<file path="config.mk">
export PLATFORM = sky130hd
export DESIGN_NAME = rst_start_sequencer_flat
export DESIGN_NICKNAME = d
export VERILOG_FILES = /design/src/rtl/rst_start_sequencer_pkg.sv /design/src/rtl/rst_start_sequencer_if.sv /design/src/rtl/rst_start_sequencer_reset_sync.sv /design/src/rtl/rst_start_sequencer.sv /design/src/flat_wrapper.sv
export SDC_FILE = /design/constraint.sdc
export NUM_CORES = 1
export LEC_CHECK = 0
export ABC_AREA = 1
export ABC_CLOCK_PERIOD_IN_PS = 2100
export BUFFER_PORTS_ARGS = -buffer_cell sky130_fd_sc_hd__buf_2
export CORE_ASPECT_RATIO = 1.5
export CORE_MARGIN = 3
export CORE_UTILIZATION = 56
export DETAILED_ROUTE_END_ITERATION = 8
export MAX_ROUTING_LAYER = met4
export PLACE_DENSITY = 0.84
export SLEW_MARGIN = 20
export SYNTH_ARGS = -nofsm -noshare
export SYNTH_HDL_FRONTEND = slang
export SYNTH_SLANG_ARGS = --single-unit
export TNS_END_PERCENT = 100
</file>
<file path="constraint.sdc">
create_clock -name clk_i -period 2.1 [get_ports clk_i]
set_clock_uncertainty 0.1 [all_clocks]
set_input_delay 0.63 -clock clk_i [delete_from_list [all_inputs] [get_ports clk_i]]
set_output_delay 0.63 -clock clk_i [all_outputs]
set_load 0.005 [all_outputs]
</file>
<file path="src/rtl/rst_start_sequencer_pkg.sv">
// Package: rst_seq_pkg
// Shared types and helpers for the reset/start sequencer.
// - seq_state_t : sequencer FSM states
// - cnt_width() : width of the shared holdoff/cycle counter
// - *_DEF       : default parameter values used by the top and its interface
package rst_seq_pkg;

  typedef enum logic [1:0] {
    RESET_HOLD = 2'd0,
    IDLE       = 2'd1,
    BUSY       = 2'd2
  } seq_state_t;

  localparam int unsigned SYNC_STAGES_DEF  = 2;
  localparam int unsigned HOLDOFF_CLKS_DEF = 8;
  localparam int unsigned TIMEOUT_CLKS_DEF = 16;

  // The shared counter must hold the larger of the holdoff span and the
  // timeout value (BUSY counts up to TIMEOUT_CLKS inclusive).
  function automatic int unsigned cnt_width(input int unsigned holdoff,
                                            input int unsigned timeout);
    int unsigned m;
    m = (holdoff > timeout) ? holdoff : timeout;
    return $clog2(m + 1);
  endfunction

endpackage

</file>
<file path="src/rtl/rst_start_sequencer_if.sv">
// Interface: rst_start_sequencer_if
// Bundles the start/done handshake and the sequencer status outputs.
// - start_i, done_i     : requests/strobes driven towards the sequencer
// - sync_reset_n_o      : synchronously released reset for the ALU core
// - ready_o, busy_o     : sequencer status
// - start_pulse_o       : one-cycle launch strobe
// - timeout_o           : one-cycle abort strobe
// - op_cycles_o         : BUSY cycle count of the last completed operation
// Modports: master = stimulus/ALU side, slave = sequencer side.
interface rst_start_sequencer_if
  import rst_seq_pkg::*;
#(
  parameter int unsigned CNT_W = cnt_width(HOLDOFF_CLKS_DEF, TIMEOUT_CLKS_DEF)
);

  logic             start_i;
  logic             done_i;
  logic             sync_reset_n_o;
  logic             ready_o;
  logic             busy_o;
  logic             start_pulse_o;
  logic             timeout_o;
  logic [CNT_W-1:0] op_cycles_o;

  modport master (
    output start_i,
    output done_i,
    input  sync_reset_n_o,
    input  ready_o,
    input  busy_o,
    input  start_pulse_o,
    input  timeout_o,
    input  op_cycles_o
  );

  modport slave (
    input  start_i,
    input  done_i,
    output sync_reset_n_o,
    output ready_o,
    output busy_o,
    output start_pulse_o,
    output timeout_o,
    output op_cycles_o
  );

endinterface

</file>
<file path="src/rtl/rst_start_sequencer_reset_sync.sv">
// Module: reset_sync
// Async-assert / sync-deassert reset synchroniser.
// - clk_i        : clock
// - rst_n_i      : asynchronous active-low reset
// - sync_rst_n_o : last synchroniser stage; rises STAGES posedges after release
module reset_sync #(
  parameter int unsigned STAGES = 2
) (
  input  logic clk_i,
  input  logic rst_n_i,
  output logic sync_rst_n_o
);

  logic [STAGES-1:0] sync_q;

  always_ff @(posedge clk_i or negedge rst_n_i) begin
    if (!rst_n_i) begin
      sync_q <= '0;
    end else begin
      sync_q <= {sync_q[STAGES-2:0], 1'b1};
    end
  end

  assign sync_rst_n_o = sync_q[STAGES-1];

endmodule

</file>
<file path="src/rtl/rst_start_sequencer.sv">
// Module: rst_start_sequencer
// Turns raw clock/reset/start stimulus into a clean ALU reset, enforces a
// power-up holdoff, converts start rising edges into single-cycle launches
// and supervises completion with a timeout.
// Ports:
// - clk_i     : single clock, all flops on posedge
// - reset_n_i : asynchronous active-low reset
// - bus       : slave modport of rst_start_sequencer_if
//               (start_i/done_i in; sync_reset_n_o, ready_o, busy_o,
//                start_pulse_o, timeout_o, op_cycles_o out)
module rst_start_sequencer
  import rst_seq_pkg::*;
#(
  parameter int unsigned SYNC_STAGES  = SYNC_STAGES_DEF,
  parameter int unsigned HOLDOFF_CLKS = HOLDOFF_CLKS_DEF,
  parameter int unsigned TIMEOUT_CLKS = TIMEOUT_CLKS_DEF,
  parameter int unsigned CNT_W        = cnt_width(HOLDOFF_CLKS, TIMEOUT_CLKS)
) (
  input  logic                  clk_i,
  input  logic                  reset_n_i,
  rst_start_sequencer_if.slave  bus
);

  localparam logic [CNT_W-1:0] HOLD_LAST = CNT_W'(HOLDOFF_CLKS - 1);
  localparam logic [CNT_W-1:0] TMO_CNT   = CNT_W'(TIMEOUT_CLKS);
  localparam logic [CNT_W-1:0] CNT_ONE   = CNT_W'(1);

  seq_state_t       state_q, state_d;
  logic [CNT_W-1:0] cnt_q, cnt_d;
  logic [CNT_W-1:0] op_cycles_q, op_cycles_d;
  logic             ready_q, ready_d;
  logic             busy_q, busy_d;
  logic             pulse_q, pulse_d;
  logic             timeout_q, timeout_d;
  logic             start_prev_q;
  logic             sync_rst_n;
  logic             start_edge;

  reset_sync #(
    .STAGES (SYNC_STAGES)
  ) u_reset_sync (
    .clk_i        (clk_i),
    .rst_n_i      (reset_n_i),
    .sync_rst_n_o (sync_rst_n)
  );

  // Edge detector resets to 1 so a start level held through reset is not
  // mistaken for a fresh request; it only tracks once reset is released.
  always_ff @(posedge clk_i or negedge reset_n_i) begin
    if (!reset_n_i) begin
      start_prev_q <= 1'b1;
    end else if (sync_rst_n) begin
      start_prev_q <= bus.start_i;
    end
  end

  assign start_edge = bus.start_i & ~start_prev_q;

  // State register
  always_ff @(posedge clk_i or negedge reset_n_i) begin
    if (!reset_n_i) begin
      state_q <= RESET_HOLD;
    end else begin
      state_q <= state_d;
    end
  end

  // Next-state logic
  always_comb begin
    state_d = state_q;
    case (state_q)
      RESET_HOLD: if (sync_rst_n && (cnt_q == HOLD_LAST)) state_d = IDLE;
      IDLE:       if (start_edge)                         state_d = BUSY;
      BUSY:       if (bus.done_i || (cnt_q == TMO_CNT))   state_d = IDLE;
      default:                                            state_d = RESET_HOLD;
    endcase
  end

  // Output / datapath next values. The counter is shared: it times the
  // holdoff in RESET_HOLD and counts BUSY cycles (starting at 1) per op.
  always_comb begin
    cnt_d       = cnt_q;
    op_cycles_d = op_cycles_q;
    ready_d     = 1'b0;
    busy_d      = 1'b0;
    pulse_d     = 1'b0;
    timeout_d   = 1'b0;
    case (state_q)
      RESET_HOLD: begin
        if (sync_rst_n) cnt_d = cnt_q + 1'b1;
        if (state_d == IDLE) begin
          ready_d = 1'b1;
          cnt_d   = '0;
        end
      end
      IDLE: begin
        ready_d = 1'b1;
        if (state_d == BUSY) begin
          ready_d = 1'b0;
          busy_d  = 1'b1;
          pulse_d = 1'b1;
          cnt_d   = CNT_ONE;
        end
      end
      BUSY: begin
        busy_d = 1'b1;
        cnt_d  = cnt_q + 1'b1;
        // done has priority over the timeout in the same cycle
        if (bus.done_i) begin
          op_cycles_d = cnt_q;
          busy_d      = 1'b0;
          ready_d     = 1'b1;
        end else if (cnt_q == TMO_CNT) begin
          timeout_d = 1'b1;
          busy_d    = 1'b0;
          ready_d   = 1'b1;
        end
      end
      default: begin
        cnt_d = '0;
      end
    endcase
  end

  always_ff @(posedge clk_i or negedge reset_n_i) begin
    if (!reset_n_i) begin
      cnt_q       <= '0;
      op_cycles_q <= '0;
      ready_q     <= 1'b0;
      busy_q      <= 1'b0;
      pulse_q     <= 1'b0;
      timeout_q   <= 1'b0;
    end else begin
      cnt_q       <= cnt_d;
      op_cycles_q <= op_cycles_d;
      ready_q     <= ready_d;
      busy_q      <= busy_d;
      pulse_q     <= pulse_d;
      timeout_q   <= timeout_d;
    end
  end

  assign bus.sync_reset_n_o = sync_rst_n;
  assign bus.ready_o        = ready_q;
  assign bus.busy_o         = busy_q;
  assign bus.start_pulse_o  = pulse_q;
  assign bus.timeout_o      = timeout_q;
  assign bus.op_cycles_o    = op_cycles_q;

endmodule

</file>
<file path="src/flat_wrapper.sv">
// flat-port wrapper written by rule: the top's interface ports become plain ports
module rst_start_sequencer_flat import rst_seq_pkg::*;
#(
  parameter int unsigned SYNC_STAGES  = SYNC_STAGES_DEF,
  parameter int unsigned HOLDOFF_CLKS = HOLDOFF_CLKS_DEF,
  parameter int unsigned TIMEOUT_CLKS = TIMEOUT_CLKS_DEF,
  parameter int unsigned CNT_W        = cnt_width(HOLDOFF_CLKS, TIMEOUT_CLKS)
)
  (clk_i, reset_n_i, bus_start_i, bus_done_i, bus_sync_reset_n_o, bus_ready_o, bus_busy_o, bus_start_pulse_o, bus_timeout_o, bus_op_cycles_o);
  rst_start_sequencer_if #(.CNT_W(CNT_W)) bus_i ();
  input  logic clk_i;
  input  logic reset_n_i;
  input wire logic [$bits(bus_i.start_i)-1:0] bus_start_i;
  input wire logic [$bits(bus_i.done_i)-1:0] bus_done_i;
  output wire logic [$bits(bus_i.sync_reset_n_o)-1:0] bus_sync_reset_n_o;
  output wire logic [$bits(bus_i.ready_o)-1:0] bus_ready_o;
  output wire logic [$bits(bus_i.busy_o)-1:0] bus_busy_o;
  output wire logic [$bits(bus_i.start_pulse_o)-1:0] bus_start_pulse_o;
  output wire logic [$bits(bus_i.timeout_o)-1:0] bus_timeout_o;
  output wire logic [$bits(bus_i.op_cycles_o)-1:0] bus_op_cycles_o;
  assign bus_i.start_i = bus_start_i;
  assign bus_i.done_i = bus_done_i;
  assign bus_sync_reset_n_o = bus_i.sync_reset_n_o;
  assign bus_ready_o = bus_i.ready_o;
  assign bus_busy_o = bus_i.busy_o;
  assign bus_start_pulse_o = bus_i.start_pulse_o;
  assign bus_timeout_o = bus_i.timeout_o;
  assign bus_op_cycles_o = bus_i.op_cycles_o;
  rst_start_sequencer #(.SYNC_STAGES(SYNC_STAGES), .HOLDOFF_CLKS(HOLDOFF_CLKS), .TIMEOUT_CLKS(TIMEOUT_CLKS), .CNT_W(CNT_W)) u_core (.clk_i(clk_i), .reset_n_i(reset_n_i), .bus(bus_i));
endmodule
</file>
**Yosys cells after proc, flatten, opt, wreduce, memory -nomap -nowiden**

Cells that the tools add are included.

- Input bits: 4
- Logic and storage cells: 45
- Output and inout bits: 10
- Register bits after elaboration: 19

- Bitwise logic cells: 2
- Reduce and logical (&&, ||, !) cells: 5
- Add/sub/neg operators: 1
- Equal/unequal tests: 8
- Muxes and demuxes: 20

Operators by type and width:

| kind | count |
|---|---|
| $mux 5 | 3 |
| $pmux 5 s3 | 1 |
| $mux 1 | 10 |
| $mux 2 | 3 |
| $pmux 2 s3 | 1 |
| $add 5x1->5 const B | 1 |
| $eq 5x3->1 const B | 1 |
| $eq 5x5->1 const B | 1 |
| $eq 2x1->1 const B | 2 |
| $eq 2x2->1 const B | 2 |
| $reduce_and 2->1 | 2 |
| $ne 3x2->1 const B | 1 |
| $pmux 1 s3 | 1 |
| $logic_not 2->1 | 1 |
| $ne 2x1->1 const B | 1 |
| $pmux 1 s2 | 1 |
| $and 1x1->1 | 1 |
| $logic_and 1x1->1 | 1 |
| $logic_or 1x1->1 | 1 |
| $not 1->1 | 1 |

**Longest topological paths before layout**

- Depth after elaboration: 7
- Depth in mapped cells: 15
- Depth with buffers taken out: 15

**Hierarchy**

A second synthesis with hierarchy kept.

- Cells, all modules: 117
- Area total of the unflattened synthesis: 1,011.0 um^2

By module, submodules not included:

| module | times used | seq. area each (um^2) | cells an instance | area each (um^2) |
|---|---|---|---|---|
| rst_start_sequencer | 1 | 426.7 | 114 | 957.2 |
| reset_sync | 1 | 50.0 | 3 | 53.8 |

**Worst setup path after synthesis**

No wires, ideal clock.

- Path kind: flip-flop to flip-flop
- Start point: reg u_core.state_q[0]
- End point: reg u_core.cnt_q[0]
- Arrival: 1.542 ns
- Setup slack: 0.342 ns
- Required time: 1.884 ns
- Cell stages (with the launch flop): 16
- Clock period less this slack: 1.758 ns
- Setup time: 0.116 ns
- Cell sequence: dfrtp_1 inv_1 ha_1 buf_4 inv_1 nor2_1 nand2_1 nand3_2 nand2_4 inv_2 nand2_2 nand2_4 nand2_4 nor2_4 nand2_1 nand2_1

- Longest elaborated chain between the ends: 5
- Elaborated cells between the ends (all ways): 14
- Classes of those cells: 6 x eq/ne; 6 x mux; 2 x reduce/logical

RTL lines:

| element | line | source |
|---|---|---|
| start, declared | rst_start_sequencer.sv:28 | `seq_state_t state_q, state_d;` |
| start signal, assigned | rst_start_sequencer.sv:64 | `state_q <= state_d;` |
| $eq 2x2->1 (tied with other cells) | rst_start_sequencer.sv:71 | `case (state_q)` |
| $pmux 2 s3 (*) | rst_start_sequencer.sv:71 |  |
| named net u_core.state_d[1] | rst_start_sequencer.sv:28 |  |
| $eq 2x1->1 or $eq 2x2->1 (tied branches) | rst_start_sequencer.sv:91, rst_start_sequencer.sv:98 |  |
| $mux 5 (tied with other cells) | rst_start_sequencer.sv:91 | `if (state_d == IDLE) begin` |
| $pmux 5 s3 or $reduce_and 2->1 (tied branches) | n/a |  |
| end signal, assigned | rst_start_sequencer.sv:134 | `cnt_q <= cnt_d;` |
| end, declared | rst_start_sequencer.sv:29 | `logic [CNT_W-1:0] cnt_q, cnt_d;` |

Mark *: on every way through the listed nets, which the timed path passes. The rest lies on a longest branch.
A chain may end at the register's enable or synchronous reset.

**Worst setup path after layout**

- Start point: reg u_core.cnt_q[0]
- End point: reg u_core.cnt_q[1]

- Longest elaborated chain between the ends: 7
- Elaborated cells between the ends (all ways): 16
- Classes of those cells: 1 x add/sub; 6 x eq/ne; 6 x mux; 3 x reduce/logical

RTL lines:

| element | line |
|---|---|
| $eq 5x5->1 or $eq 5x3->1 (tied branches) | rst_start_sequencer.sv:74, rst_start_sequencer.sv:72 |
| $logic_or 1x1->1 or $logic_and 1x1->1 (tied branches) | rst_start_sequencer.sv:74, rst_start_sequencer.sv:72 |
| $mux 2 (on tied branches) | rst_start_sequencer.sv:74, rst_start_sequencer.sv:72 |
| $pmux 2 s3 | rst_start_sequencer.sv:71 |
| $eq 2x1->1 or $eq 2x2->1 (tied branches) | rst_start_sequencer.sv:91, rst_start_sequencer.sv:98 |
| $mux 5 (tied with other cells) | rst_start_sequencer.sv:91 |
| $pmux 5 s3 or $reduce_and 2->1 (tied branches) | n/a |

Parallel ways exist; a longest one is shown, timed or not. The select of a mux whose other input is x is not followed.

==> flow_metrics.py <==
metrics = {
    "critical_path": {
        "cp_slowest_cell": "dfrtp_1",
        "critical_path.most_common_cell": "nand2_2",
        "worstPathRequired_ns": 2.25,
        "worstPathArrival_ns": 2.08,
        "slowest_delay_ns": 0.42,
        "endpoint_kind": "flip-flop",
        "crit_buf_inv": 2,
        "path_class": "flip-flop to flip-flop",
        "cp-start-kind": "flip-flop",
        "cp_max_fo": 6,
        "path_cells": "inv_1 > ha_1 > nand2_1 > clkinv_1 > nand2_2 > nand2_2 > nand2_4 > nand2_2 > nor2_4 > nand2_2 > nand2_4 > nand2_4 > nor2_4 > nand2_1 > nand2_1",
        "crit_family": "simple AND/OR/NAND/NOR gates",
    },
    "sta": {
        "post-route-period-util_pct": 91.9,
        "setup_violations": 0,
        "period_minus_slack_ns": 1.93,
        "finalWorstSetupSlack_ns": 0.170,
        "rsz0062_at_grt": "false",
        "hold_viol": 0,
        "fmax_mhz": 518,
        "fin_tns_setup_ns": 0,
        "finalMaxSlewViolations": 0,
    },
    "cts": {
        "clk_pin_slew_ns": 0.11,
        "root_buffer": "clkbuf_4",
        "cts_tree": "done",
        "cts_sinks": 19,
        "clk-insertion-delay-late_ns": 0.31,
        "cts-buffers-inserted": 3,
        "h-tree-depth": 1,
        "clockBufferDepth": 2,
        "post_cts_buffers": 0,
    },
    "logic_synthesis": {
        "synth_area_mm2": 0.00110,
        "synth_flop_cell": "dfrtp_1",
        "syn_area_per_cell_um2": 8.49,
        "synth_cell_types": 26,
        "ys_ff_latch": 19,
        "yosysSeqAreaShare_pct": 43.2,
        "synth_enable_flop_cells": 0,
        "synthArstFlopShare_pct": 100,
        "syn_nets": 140,
        "postSynthCellCount": 130,
        "synth_top_cell_area_share_pct": 40.8,
        "yosys.area.top_type": "dfrtp_1",
        "ys_warn_count": 0,
        "synthTopCellsByArea": "dfrtp_1 (41%), nand2_1 (13%), ha_1 (6.8%)",
    },
    "routing": {
        "drt_wl_total_mm": 2.14,
        "viasPerCell": 5.14,
        "ant_nets": 0,
        "drt_iter0_markers": 18,
        "num_vias": 859,
        "drt_first_pass_iters": 4,
        "drc": 0,
        "wl_per_cell_um": 12.8,
    },
    "floorplanning": {
        "start_util_pct": 59.5,
        "core_mm2": 0.00185,
        "die-area_mm2": 0.00255,
        "die_h_um": 60.4,
        "num_rows": 19,
        "ioPinCount": 14,
        "fp.dieW_um": 42.2,
    },
    "final_layout": {
        "drive_gt1_share_pct": 28.8,
        "final_common_cell": "nand2_1",
        "nNetsFinal": 157,
        "antenna_cells": 0,
        "fill_cells": 154,
        "final_cell_mix": "nand2_1 (39), dfrtp_1 (18), inv_1 (13), buf_2 (13)",
        "final_cell_area_mm2": 0.00122,
        "multi_input_area_um2": 551,
        "regArea_um2": 477,
        "area_growth_pct": 10.7,
    },
    "power_and_ir_drop": {
        "total_power_mw": 1.61,
        "p_int_mw": 0.865,
        "switchingPower_mw": 0.743,
        "swShare_pct": 46.2,
        "combinationalPowerShare_pct": 54.4,
        "leakagePower_nw": 0.713,
        "vdd_ir_drop_max_mv": 0.844,
        "p_per_area_mw_per_mm2": 1320,
        "power_frac_seq_pct": 33.7,
        "p_clk_share_pct": 11.9,
    },
    "place": {
        "placed_area_mm2": 0.00119,
        "numPortBuffers": 13,
        "gp_congestion": 0.854,
        "dp_hpwl_mm": 1.67,
        "place_ws_ns": 0.121,
    },
    "run": {
        "maxCapViolCount": 0,
    },
    "outcome": {
        "outcome": "completed",
    },
    "global_route": {
        "grt_usage_pct": 19.3,
        "grt_max_degree": 20,
        "grt_antenna_before_repair": 0,
        "grt_pass1_vias": 851,
        "grt_pass1_wl_mm": 3.57,
        "overflow": 0,
    },
    "hold_path": {
        "hp-class": "input port to async pin",
    },
}
-- final cells by class --
cell class                      instances  share of cell area (%)
Clock inverter                          1                   0.410
Tap cell                               21                    2.15
Timing Repair Buffer                   14                    5.94
Multi-Input combinational cell         91                    45.1
Inverter                               18                    5.53
Clock buffer                            3                    1.84
Sequential cell                        19                    39.0
-- per-stage QoR --
| step | utilization [%] | instances | hold slack [ns] |
|---|---|---|---|
| 2_1_floorplan | - | 130 | 0.231 |
| 3_3_place_gp | 64.2 | 163 | 0.232 |
| 3_5_place_dp | 64.2 | 163 | 0.240 |
| 4_1_cts | 65.7 | 167 | 0.145 |
| 5_1_grt | 65.9 | 167 | 0.157 |
| 6_report | 65.9 | 167 | 0.133 |
-- worst reg2reg max path, delay by kind of cell (launching register included) --
family | cells | cell delay (ns)
fa+ha+maj | 1 | 0.22
buf+inv | 2 | 0.17
simple gates | 12 | 0.96
flops | 1 | 0.42
-- cell usage after synthesis, types with 2 or more instances --
master    number
nand3_1        8
nand2_4        5
nor2_4         2
nand3_2        2
inv_2          2
mux2_2         3
nor2_1         8
ha_1           6
xor2_1         2
dfrtp_1       18
o21ai_0        3
clkinv_1       3
nand2_1       39
inv_1         13
nand2_2        5
-- repair_timing --
item / in CTS / in global routing
setup endpoints to repair: 0 / 2
hold buffers: 0 / 0
resized for setup: 0 / 1
-- worst paths after layout --
path	startpoint	endpoint	slack, ns	depth (start not counted)
setup / recovery	u_core.cnt_q[0]$_DFFE_PN0P_	u_core.cnt_q[1]$_DFFE_PN0P_	0.17	15
hold / removal	reset_n_i	u_core.bus.op_cycles_o[3]$_DFFE_PN0P_	0.13	1
setup reg to reg	u_core.cnt_q[0]$_DFFE_PN0P_	u_core.cnt_q[1]$_DFFE_PN0P_	0.17	15
hold reg to reg	u_core.u_reset_sync.sync_q[0]$_DFF_PN0_	u_core.u_reset_sync.sync_q[1]$_DFF_PN0_	0.26	0
max in group asynchronous	reset_n_i	u_core.start_prev_q$_DFFE_PN1P_	1.45	1
min in group clk_i	u_core.u_reset_sync.sync_q[0]$_DFF_PN0_	u_core.u_reset_sync.sync_q[1]$_DFF_PN0_	0.26	0
-- cell families after synthesis --
family / share of synthesized area, %
AOI/OAI and AO/OA: 3.85
DFF: 43.2
adders and majority gates: 6.80
muxes: 3.06
and+or+nand+nor: 34.0
buffers and inverters: 7.14
other: 0.340
xor gates and xnor gates: 1.59
-- flip-flops by register name, summed over array words and instances, names as in the netlist, 2 cells and up --
signal and count:
u_core.state_q 2, u_core.bus.op_cycles_o 5, u_core.u_reset_sync.sync_q 2, u_core.cnt_q 5
-- power groups by stage --
stage | sequential, mW | clock, mW | combinational (mW)
after floorplan | 0.538 | 0 | 0.666
after global placement | 0.544 | 0 | 0.829
after detailed placement | 0.548 | 0 | 0.869
after CTS | 0.541 | 0.194 | 0.872
after global routing | 0.552 | 0.208 | 0.973
final | 0.542 | 0.192 | 0.874
-- layer usage --
metal	track usage, %	part of all wire [%]	wire length, um	vias up
met3	1.78	3.0	63	7
met2	38.3	56	1190	24
met5	-	0	0	-
li1	-	-	-	427
met1	18.2	39	832	401
met4	9.33	2.5	53	0
Note: power is estimated with default switching activity, not from simulation.
